==> src/rtl/mult_pool_alloc.sv <==
// Round-robin allocator for the shared multiplier pool: owns the occupancy bitmap,
// streams free indices to one requester at a time and accepts releases.
// Optional feature macro: MULT_POOL_PARTIAL_EN (honor req_partial_ok when the pool is short).
module mult_pool_alloc #(
    parameter int NMULT = 64,
    parameter int MW    = 6,
    parameter int NREQ  = 4,
    parameter int RW    = 2,
    parameter int CW    = 7
) (
    input  logic                clk,
    input  logic                rstn,
    input  logic [NREQ-1:0]     req_valid,
    input  logic [NREQ*CW-1:0]  req_count,
    input  logic [NREQ-1:0]     req_partial_ok,
    output logic                grant_valid,
    input  logic                grant_ready,
    output logic [MW-1:0]       grant_idx,
    output logic [RW-1:0]       grant_id,
    output logic                grant_last,
    output logic [NREQ-1:0]     req_done,
    output logic [CW-1:0]       done_count,
    input  logic                rel_valid,
    input  logic [MW-1:0]       rel_idx,
    output logic [NMULT-1:0]    occ,
    output logic [MW:0]         free_cnt,
    output logic                busy,
    output logic                rel_err
);

    typedef enum logic [2:0] {IDLE, CHECK, PICK, OFFER, DONE} state_t;

    state_t             state_q;
    logic [RW-1:0]      rr_ptr_q;
    logic [RW-1:0]      sel_q;
    logic [CW-1:0]      target_q;
    logic [CW-1:0]      issued_q;
    logic [MW-1:0]      cand_q;
    logic [NMULT-1:0]   occ_q;
    logic [NMULT-1:0]   occ_d;
    logic               rel_err_q;
    logic               grant_valid_q;
    logic [RW-1:0]      grant_id_q;
    logic               grant_last_q;
    logic [NREQ-1:0]    req_done_q;
    logic [CW-1:0]      done_count_q;
    logic               busy_q;
    logic               skip_q;

    logic [MW:0]        used_cnt;
    logic [MW-1:0]      free_idx;
    logic [NREQ-1:0]    req_avail;
    logic               scan_found;
    logic [RW-1:0]      scan_sel;
    logic [CW-1:0]      cur_cnt;
    logic               cnt_fits;
    logic               partial_ok;
    logic               rel_bad;
    logic [RW-1:0]      sel_next;

    assign grant_valid = grant_valid_q;
    assign grant_idx   = cand_q;
    assign grant_id    = grant_id_q;
    assign grant_last  = grant_last_q;
    assign req_done    = req_done_q;
    assign done_count  = done_count_q;
    assign occ         = occ_q;
    assign busy        = busy_q;
    assign rel_err     = rel_err_q;

    always_comb begin
        used_cnt = '0;
        for (int i = 0; i < NMULT; i++) begin
            used_cnt = used_cnt + {{MW{1'b0}}, occ_q[i]};
        end
    end

    assign free_cnt = (MW+1)'(NMULT) - used_cnt;

    always_comb begin
        free_idx = '0;
        for (int i = NMULT - 1; i >= 0; i--) begin
            if (!occ_q[i]) begin
                free_idx = MW'(i);
            end
        end
    end

    // The requester just served is hidden for one IDLE cycle so a late
    // req_valid drop cannot cause a duplicate service.
    always_comb begin
        req_avail = req_valid;
        if (skip_q) begin
            req_avail[sel_q] = 1'b0;
        end
        scan_found = 1'b0;
        scan_sel   = '0;
        for (int i = 0; i < NREQ; i++) begin
            if (!scan_found && req_avail[RW'((32'(rr_ptr_q) + i) % NREQ)]) begin
                scan_found = 1'b1;
                scan_sel   = RW'((32'(rr_ptr_q) + i) % NREQ);
            end
        end
    end

    assign cur_cnt  = req_count[sel_q*CW +: CW];
    assign cnt_fits = 32'(free_cnt) >= 32'(cur_cnt);
    assign sel_next = RW'((32'(sel_q) + 1) % NREQ);

`ifdef MULT_POOL_PARTIAL_EN
    assign partial_ok = req_partial_ok[sel_q];
`else
    logic unused_partial;
    assign unused_partial = ^req_partial_ok;
    assign partial_ok     = 1'b0;
`endif

    // A release is checked against the current bitmap, so releasing the index
    // being granted in the same cycle counts as an error and the grant wins.
    always_comb begin
        occ_d   = occ_q;
        rel_bad = 1'b0;
        if (rel_valid) begin
            if (occ_q[rel_idx]) begin
                occ_d[rel_idx] = 1'b0;
            end else begin
                rel_bad = 1'b1;
            end
        end
        if (state_q == OFFER && grant_valid_q && grant_ready) begin
            occ_d[cand_q] = 1'b1;
        end
    end

    always_ff @(posedge clk or negedge rstn) begin
        if (!rstn) begin
            state_q       <= IDLE;
            rr_ptr_q      <= '0;
            sel_q         <= '0;
            target_q      <= '0;
            issued_q      <= '0;
            cand_q        <= '0;
            occ_q         <= '0;
            rel_err_q     <= 1'b0;
            grant_valid_q <= 1'b0;
            grant_id_q    <= '0;
            grant_last_q  <= 1'b0;
            req_done_q    <= '0;
            done_count_q  <= '0;
            busy_q        <= 1'b0;
            skip_q        <= 1'b0;
        end else begin
            occ_q      <= occ_d;
            req_done_q <= '0;
            if (rel_bad) begin
                rel_err_q <= 1'b1;
            end
            case (state_q)
                IDLE: begin
                    skip_q <= 1'b0;
                    if (scan_found) begin
                        sel_q   <= scan_sel;
                        busy_q  <= 1'b1;
                        state_q <= CHECK;
                    end
                end
                CHECK: begin
                    if (cur_cnt == '0) begin
                        target_q          <= '0;
                        done_count_q      <= '0;
                        req_done_q[sel_q] <= 1'b1;
                        state_q           <= DONE;
                    end else if (cnt_fits) begin
                        target_q <= cur_cnt;
                        state_q  <= PICK;
                    end else if (partial_ok && free_cnt != '0) begin
                        target_q <= CW'(free_cnt);
                        state_q  <= PICK;
                    end else begin
                        rr_ptr_q <= sel_next;
                        busy_q   <= 1'b0;
                        state_q  <= IDLE;
                    end
                end
                PICK: begin
                    cand_q        <= free_idx;
                    grant_valid_q <= 1'b1;
                    grant_id_q    <= sel_q;
                    grant_last_q  <= (issued_q == target_q - CW'(1));
                    state_q       <= OFFER;
                end
                OFFER: begin
                    if (grant_ready) begin
                        grant_valid_q <= 1'b0;
                        issued_q      <= issued_q + CW'(1);
                        if (grant_last_q) begin
                            req_done_q[sel_q] <= 1'b1;
                            done_count_q      <= target_q;
                            state_q           <= DONE;
                        end else begin
                            state_q <= PICK;
                        end
                    end
                end
                DONE: begin
                    issued_q <= '0;
                    rr_ptr_q <= sel_next;
                    skip_q   <= 1'b1;
                    busy_q   <= 1'b0;
                    state_q  <= IDLE;
                end
                default: begin
                    busy_q  <= 1'b0;
                    state_q <= IDLE;
                end
            endcase
        end
    end

endmodule

==> config.mk <==
export PLATFORM = sky130hd
export DESIGN_NAME = mult_pool_alloc
export DESIGN_NICKNAME = d
export VERILOG_FILES = /design/src/rtl/mult_pool_alloc.sv
export SDC_FILE = /design/constraint.sdc
export NUM_CORES = 1
export LEC_CHECK = 0
export ABC_CLOCK_PERIOD_IN_PS = 9200
export CAP_MARGIN = 15
export CORE_MARGIN = 3
export CORE_UTILIZATION = 44
export CTS_CLUSTER_SIZE = 25
export DETAILED_ROUTE_END_ITERATION = 16
export DONT_BUFFER_PORTS = 1
export PLACE_DENSITY = 0.7
export SKIP_LAST_GASP = 1
export SLEW_MARGIN = 20
export SYNTH_ARGS = -nofsm -noshare
export SYNTH_HDL_FRONTEND = slang
export SYNTH_SLANG_ARGS = --single-unit
export TNS_END_PERCENT = 5
==> constraint.sdc <==
create_clock -name clk -period 9.2 [get_ports clk]
set_input_delay 1.38 -clock clk [delete_from_list [all_inputs] [get_ports clk]]
set_output_delay 1.38 -clock clk [all_outputs]
set_load 0.005 [all_outputs]
=== Word-level counts from Yosys, hierarchy flattened ===
Index checks and enable logic that the tools add are counted.
Widths: inputs -> output; s select.

* Bits in registers: 109
* Logic and storage cells: 265

* Multiplexer cells: 122
* Shifts and indexed selects: 1
* Equal/unequal tests: 11
* Order comparisons: 11
* Bitwise logic cells: 6
* Add/subtract/negate cells: 70
* Multiply operators: 1
* Reductions and logical operators: 28

{| class="wikitable"
|+ Operator list
! cell !! count
|-
| $add 7x1->7 || 57
|-
| $mux 6 || 64
|-
| $mux 64 || 3
|-
| $and 64x64->64 || 1
|-
| $not 64->64 || 1
|-
| $or 64x64->64 || 1
|-
| $mux 7 || 6
|-
| $pmux 7 s2 || 2
|-
| $shiftx 28x6->7 || 1
|-
| $mux 1 || 18
|-
| $mux 4 || 4
|-
| $lt 2x3->1 const B || 5
|-
| $lt 6x7->1 const B || 2
|-
| $mux 2 || 7
|-
| $demux 1 s6 || 2
|-
| $ge 6x1->1 const B || 2
|-
| $mux 3 || 4
|-
| $ne 2x2->1 const B || 6
|-
| $pmux 3 s4 || 1
|-
| $reduce_bool 2->1 || 6
|-
| $reduce_and 2->1 || 5
|-
| $bmux 1 s2 || 4
|-
| $logic_and 1x1->1 || 8
|-
| $pmux 4 s2 || 1
|-
| 32 further kinds || 39
|}

=== Depth between registers and ports, before layout ===
Gate-level depths: netlist of run 1.

* Depth after elaboration: 68
* Depth in mapped cells: 31
* Gate-level depth less buffers: 30

=== Worst setup path after synthesis of run 1 ===
Ideal clock, no wire load.

* Path kind: reg-to-reg
* From: register occ_q[4], in the netlist occ[4]
* To: register rr_ptr_q[1]
* Arrival time: 7.156 ns
* Buffers on the path: 0
* Slack: 1.919 ns
* Stages on the path, launching flop included: 26
* Data required time: 9.075 ns
* Clock period less this slack: 7.281 ns
* Path through: dfrtp_1 inv_1 fa_1 ha_1 fa_1 fa_1 fa_1 fa_1 inv_1 fa_1 fa_1 inv_1 fa_1 inv_1 ha_1 inv_1 ha_1 a21oi_1 xnor2_1 ha_1 a21o_1 a211oi_1 o21ai_0 a22oi_2 o21a_2 mux2_4

* Word-level cells in the longest chain between the ends: 64

{| class="wikitable"
|+ RTL lines
! element !! line !! text
|-
| start, declared || 39 || <nowiki>logic [NMULT-1:0] occ_q;</nowiki>
|-
| start signal, assigned || 143 || <nowiki>occ_q <= '0;</nowiki>
|-
| start signal, assigned || 153 || <nowiki>occ_q <= occ_d;</nowiki>
|-
| $add 4x1->5 || 74 || <nowiki>used_cnt = used_cnt + {{MW{1'b0}}, occ_q[i]};</nowiki>
|-
| $add 5x1->6 || 74 ||
|-
| $add 6x1->7 || 74 ||
|-
| $add 7x1->7 (57 in series) || 74 ||
|-
| $sub 7x7->7 || 78 || <nowiki>assign free_cnt = (MW+1)'(NMULT) - used_cnt;</nowiki>
|-
| via free_cnt[4] || 26 || <nowiki>output logic [MW:0] free_cnt,</nowiki>
|-
| $ge 7x7->1 || 107 || <nowiki>assign cnt_fits = 32'(free_cnt) >= 32'(cur_cnt);</nowiki>
|-
| $ne 2x2->1 (no line) || - ||
|-
| $reduce_and 3->1 (no line) || - ||
|-
| end signal, assigned || 180 || <nowiki>rr_ptr_q <= sel_next;</nowiki>
|-
| end signal, assigned || 207 || <nowiki>rr_ptr_q <= sel_next;</nowiki>
|-
| end, declared || 34 || <nowiki>logic [RW-1:0] rr_ptr_q;</nowiki>
|}

The timed path passes the listed nets, and every way through them passes these cells.
A chain may end at the register's enable or synchronous reset.

=== Worst setup path in the final report of run 1 ===
* From: register occ_q[28], in the netlist occ[28]
* To: output port free_cnt[6]

* Word-level cells in the longest chain between the ends: 37

{| class="wikitable"
|+ RTL lines
! element !! line
|-
| $add 7x1->7 (36 in series) || 74
|-
| $sub 7x7->7 || 78
|-
| end, declared || 26
|}

No other way between the ends.

==> results of run 1 <==
## logic make-up after synthesis
logic type	synth area share (%)
adders and majority gates	22.8
buffers and inverters	7.93
AOI/OAI and AO/OA	17.3
muxes	5.29
DFF	31.3
and+or+nand+nor	13.2
xor gates and xnor gates	2.11
## sequential cells by signal, indices dropped and copies added, names as in the netlist, 3 cells and up
register    flops
done_count      7
grant_idx       6
issued_q        7
occ            64
req_done        4
state_q         3
target_q        7
## Yosys cell counts (7+ instances only)
| library cell | n | area [sq um] |
|---|---|---|
| xnor2_1 | 13 | 114 |
| o21ai_1 | 14 | 70.1 |
| ha_1 | 74 | 926 |
| clkbuf_1 | 16 | 60.1 |
| nand2_1 | 82 | 308 |
| a31oi_1 | 7 | 43.8 |
| dfrtp_1 | 109 | 2730 |
| nor2_1 | 53 | 199 |
| mux2i_1 | 13 | 130 |
| xor2_1 | 8 | 70.1 |
| fa_1 | 53 | 1060 |
| nand2b_1 | 8 | 50.1 |
| nand4_1 | 21 | 131 |
| inv_1 | 157 | 589 |
| nor2b_1 | 10 | 62.6 |
| nor3_1 | 15 | 75.1 |
| o221ai_1 | 10 | 87.6 |
| o21ai_0 | 129 | 646 |
| nand3_1 | 15 | 75.1 |
| a21oi_1 | 30 | 150 |
| mux4_2 | 9 | 203 |
## worst min-delay path: cells and delay by family, from the launching register on
family          cells  cell delay [ps]
flops               1              370
compound gates      1               60
simple gates        1               50
## final cells by class
type / count / share of cell area [%]
Multi-Input combinational cell: 665 / 57.3
Clock buffer: 9 / 2.44
Inverter: 157 / 6.39
Tap cell: 260 / 3.52
Sequential cell: 109 / 29.6
Timing Repair Buffer: 1 / 0.0813
Clock inverter: 7 / 0.705
## final timing paths
kind / to / slack, ps / cells after the start
setup reg to reg: rr_ptr_q[1]$_DFFE_PN0P_ / 1270 / 26
setup / recovery: free_cnt[6] / 1110 / 20
hold reg to reg: done_count[1]$_DFFE_PN0P_ / 520 / 2
max in group asynchronous: occ[54]$_DFF_PN0_ / 8350 / 0
hold / removal: done_count[1]$_DFFE_PN0P_ / 520 / 2
min in group asynchronous: occ[12]$_DFF_PN0_ / 700 / 0
## stage by stage
step / hold WS (ps) / area, sq um
final: 518 / 9230
after floorplan: 464 / 8710
after CTS: 525 / 9230
after detailed placement: 505 / 8940
after global placement: 498 / 8940
after global routing: 554 / 9230
## routing by layer
| layer | part of all wire [%] | track usage (%) | wire length (um) | vias to the layer above |
|---|---|---|---|---|
| met3 | 10 | 6.30 | 2620 | 65 |
| met2 | 46 | 37.1 | 11700 | 433 |
| met4 | 3.5 | 9.31 | 885 | 0 |
| met5 | 0 | 0 | 0 | - |
| met1 | 41 | 32.6 | 10400 | 3590 |
| li1 | - | - | - | 3309 |
==> key figures, run 1 <==
Logic synthesis
  • FFs w/ async S/R, synth: 100%
  • Sequential share of the synthesized area: between 30% and 40%
  • Avg Cell Area, Syn: ~9.1 sq um
  • Main synth FF type: dfrtp_1
  • Post-Syn Area: approximately 0.0087 sq mm
  • Yosys reg bits: 109
  • Post-Synthesis Cells: around 960
  • Yosys warnings: 0
  • Post-Syn Nets: roughly 1100
  • Post-synth EDFFs: 0
  • Unique masters post-synth: between 60 and 70

Floorplan
  • Die height: about 150 um
  • Die width: 147 um
  • Core ar.: between 0.015 and 0.02 sq mm
  • Row count: 50
  • Die ar.: 0.0215 sq mm
  • I/O pin count: 140
  • Initial Util: between 40% and 50%

Setup path
  • Critical setup path kind: flop to output port
  • Required @ worst endpoint: just under 8000 ps
  • CP Cell Sequence: inv_1 > fa_1 > ha_1 > fa_1 > fa_1 > inv_1 > fa_1 > fa_1 > fa_1 > fa_1 > inv_1 > fa_1 > inv_1 > ha_1 > inv_1 > ha_1 > a21oi_1 > o21bai_1 > a21oi_1 > xnor2_1
  • Worst path bufs/invs: 5
  • Worst R2R Start: occ[28]$_DFF_PN0_
  • Crit path from: occ[28]$_DFF_PN0_
  • Top delay family on crit path: adder cells
  • CP dominant cell by count: fa_1
  • CP max FO: 7
  • Arr. time, crit path: approximately 6700 ps
  • CP Capture Type: output port
  • Crit-path slowest cell: fa_1
  • Startpoint types: flop
  • Critical Path Max Stage Delay: between 500 and 600 ps

Final layout
  • Reg area: ~0.0027 sq mm
  • Commonest non-fill, non-tap cell in the layout: inv_1
  • Antenna Cells: 0
  • Most frequent cells in the layout: 157 x inv_1, 129 x o21ai_0, 109 x dfrtp_1
  • Area grow syn2layout: 5.99%
  • Fin nets: about 1100
  • Post-Layout Cell Count: roughly 1200
  • Layout cells sized above 1: between 4 and 5%
  • Fill cells: 1845
  • Util after Layout: 48.4%
  • Multi-input combinational cell area: 0.00529 sq mm

Clocking
  • Root buffer cell: clkbuf_16
  • CTS tree: done
  • Clock Latency Late Sink: about 370 ps
  • Post-CTS Setup Inserts: 0
  • Post-CTS Resized: 0
  • Number of CTS-inserted buffers: 9
  • Clk buf depth: 2
  • Clock sinks: roughly 110
  • Hold buffers post-CTS: 0
  • H-tree depth: 3
  • Clk slew on worst S/H paths: around 80 ps

STA
  • Final Hold Fails: 0
  • Tmin final: a little over 8000 ps
  • Worst Tran Pin Value: a little over 1000 ps
  • Fmax: approximately 120 MHz
  • Final WS setup: between 1000 and 1500 ps
  • Final Max Slew Viols: 0
  • RSZ-0062 raised after global routing: no
  • Final setup vio count: 0
  • Worst-case clock skew: between 10 and 15 ps
  • Final period util: just under 90%
  • Max-slew headroom: between 30% and 40%
  • Setup TNS: 0 ps

Global routing
  • GRT Total Usage: ~24%
  • First-pass GRT wire length: just over 40 mm
  • Grt total ovfl: 0
  • Antenna violations before repair: 0
  • Largest net degree at the start of global routing: 110
  • Number of global-route vias before repair: slightly above 7000

Detailed routing
  • Final ANT Viol Nets: 0
  • Wire per inst: 21.2 um
  • Routed via count: 7397
  • Drt pass-1 iters: 5
  • Routed WL: 25.6 mm
  • DR DRC count: 0
  • Drt via density: slightly above 6
  • Starting DRC count in detailed routing: just over 900

Flow run
  • Max-cap violations: 0

Placed design
  • Post-placement worst setup slack: about 1300 ps
  • I/O Buffers: 0
  • Post-DP HPWL: approximately 19 mm
  • Placed cells: 1192
  • GP Congestion: approximately 0.98

Outcome
  • Status: finished, final reports clean

Hold path
  • Worst hold path type: flop to flop
  • Min-delay src: done_count[1]$_DFFE_PN0P_
Power of run 1 is left out: the tool's default activity adds up to more than one toggle a clock period on the data nets, which glitch-free logic cannot reach.
==> run 2: changes to the inputs <==
--- a/config.mk
+++ b/config.mk
@@ -5,10 +5,11 @@
 export SDC_FILE = /design/constraint.sdc
 export NUM_CORES = 1
 export LEC_CHECK = 0
-export ABC_CLOCK_PERIOD_IN_PS = 9200
+export ABC_CLOCK_PERIOD_IN_PS = 9900
 export CAP_MARGIN = 15
 export CORE_MARGIN = 3
 export CORE_UTILIZATION = 44
+export CTS_BUF_LIST = sky130_fd_sc_hd__clkbuf_4
 export CTS_CLUSTER_SIZE = 25
 export DETAILED_ROUTE_END_ITERATION = 16
 export DONT_BUFFER_PORTS = 1
==> constraint.sdc (replaced) <==
create_clock -name clk -period 9.9 [get_ports clk]
set_input_delay 1.485 -clock clk [delete_from_list [all_inputs] [get_ports clk]]
set_output_delay 1.485 -clock clk [all_outputs]
set_load 0.005 [all_outputs]
==> run 2 against run 1 <==
Clock-buffer cell count unchanged; non-clock buffer count decreased by 1; design area is 1.8% lower; worst hold slack gained 20 ps; global-route usage is 0.44 points lower; highest routed layer unchanged.
==> key figures, run 2 (synthesis results as in run 1) <==
Clocking
  • Clk buf depth: 2
  • Clk slew on worst S/H paths: around 160 ps
  • Post-CTS Setup Inserts: 0
  • Root buffer cell: clkbuf_4
  • Clock Latency Late Sink: ~520 ps
  • Number of CTS-inserted buffers: 9
  • Post-CTS Resized: 0
  • Hold buffers post-CTS: 0
  • Clock sinks: around 110
  • H-tree depth: 3
  • CTS tree: done

Floorplan
  • Die height: 147 um
  • Initial Util: 45.6%
  • Row count: 50
  • I/O pin count: 140
  • Core ar.: 0.0191 sq mm
  • Die ar.: roughly 0.022 sq mm
  • Die width: between 100 and 150 um

Setup path
  • Critical Path Max Stage Delay: ~550 ps
  • Critical setup path kind: flop to output port
  • Crit path from: occ[4]$_DFF_PN0_
  • Worst Setup EP: free_cnt[6]
  • Reg-to-Reg End: rr_ptr_q[1]$_DFFE_PN0P_
  • CP dominant cell by count: fa_1
  • Required @ worst endpoint: between 8000 and 9000 ps
  • Crit-path slowest cell: dfrtp_1
  • CP Capture Type: output port
  • Worst R2R Start: occ[4]$_DFF_PN0_
  • Arr. time, crit path: 6860 ps
  • Reg2Reg Depth: 27
  • Worst reg2reg setup slack: about 1700 ps
  • CP Cell Sequence: inv_1 > fa_1 > inv_1 > ha_1 > inv_1 > fa_1 > fa_1 > fa_1 > fa_1 > inv_1 > fa_1 > fa_1 > inv_1 > fa_1 > inv_1 > ha_1 > inv_1 > ha_1 > a21oi_1 > o21bai_1 > a21oi_1 > xnor2_1
  • CP max FO: 7
  • Startpoint types: flop

Detailed routing
  • Starting DRC count in detailed routing: between 700 and 800
  • DR DRC count: 0
  • Final ANT Viol Nets: 0
  • Drt via density: between 5 and 6
  • Routed via count: about 7200
  • Wire per inst: 20.9 um
  • Routed WL: between 20 and 30 mm
  • Drt pass-1 iters: 6

Placed design
  • GP Congestion: roughly 0.96
  • Post-DP HPWL: roughly 19 mm
  • I/O Buffers: 0
  • Placed cells: between 1000 and 1500
  • Post-placement worst setup slack: between 1500 and 2000 ps

Flow run
  • Max-cap violations: 0

Final layout
  • Area grow syn2layout: 4.12%
  • Layout cells sized above 1: under 10%
  • Reg area: between 0.002 and 0.003 sq mm
  • Commonest non-fill, non-tap cell in the layout: inv_1
  • Most frequent cells in the layout: 157 x inv_1, 129 x o21ai_0, 109 x dfrtp_1
  • Fill cells: between 1500 and 2000
  • Post-Layout Cell Count: 1208
  • Max reg flops: between 60 and 70
  • Multi-input combinational cell area: 0.00529 sq mm
  • Fin nets: about 1100

Global routing
  • Largest net degree at the start of global routing: 110
  • Number of global-route vias before repair: roughly 7000
  • GRT Total Usage: 23.6%
  • Grt total ovfl: 0
  • First-pass GRT wire length: between 40 and 50 mm
  • Antenna violations before repair: 1

STA
  • Tmin final: around 8300 ps
  • Final WS setup: between 1500 and 2000 ps
  • Final Max Slew Viols: 0
  • Setup TNS: 0 ps
  • Fmax: roughly 120 MHz
  • RSZ-0062 raised after global routing: no
  • Fin Hold WS: about 540 ps
  • Worst-case clock skew: approximately 31 ps
  • Worst Tran Pin Value: 1070 ps
  • Final Hold Fails: 0
  • Final setup vio count: 0
  • Max-slew headroom: around 29%
  • Final period util: 84.3%

Outcome
  • Status: finished, final reports clean

Hold path
  • Worst hold path type: flop to flop
run 2: metrics by stage:
step / cell area, sq um / util [%]
floorplan: 8710 / -
global placement: 8930 / 46.8
detailed placement: 8930 / 46.8
CTS: 9060 / 47.5
global route: 9070 / 47.5
finish: 9070 / 47.5
run 2: routing by layer:
metal	vias to the layer above	part of all wire [%]	global-route usage, %
met4	0	3.9	9.78
met1	3512	42	32.9
li1	3297	-	-
met5	-	0	0
met2	359	45	34.8
met3	67	9.1	6.52
run 2: cell type report:
| type | instances | area share [%] |
|---|---|---|
| clock buffer | 9 | 0.745 |
| antenna | 1 | 0.0276 |
| inverter | 157 | 6.50 |
| multi-input combinational | 665 | 58.3 |
| sequential | 109 | 30.1 |
| tap | 260 | 3.59 |
| clock inverter | 7 | 0.718 |
run 2: worst min-delay path by stage:
| stage | start | slack, ps | cells after the start | end |
|---|---|---|---|---|
| 4_1_cts | target_q[1]$_DFFE_PN0P_ | 540 | 2 | done_count[1]$_DFFE_PN0P_ |
| 3_3_place_gp | rel_err$_DFFE_PN0P_ | 500 | 1 | rel_err$_DFFE_PN0P_ |
| 5_1_grt | done_count[4]$_DFFE_PN0P_ | 570 | 2 | done_count[4]$_DFFE_PN0P_ |
| 6_report | grant_id[0]$_DFFE_PN0P_ | 540 | 2 | grant_id[0]$_DFFE_PN0P_ |
| 2_1_floorplan | state_q[2]$_DFFE_PN0P_ | 460 | 1 | state_q[0]$_DFFE_PN0P_ |
| 3_5_place_dp | rel_err$_DFFE_PN0P_ | 510 | 1 | rel_err$_DFFE_PN0P_ |
run 2: critical path: cells and delay by family, from the launching register on:
kind,cells,cell delay (ps)
fa+ha+maj,11,4600
flops,1,550
buf+inv,7,480
compound gates,3,480
xor+xnor,1,240
Power of run 2 is left out for the same reason.
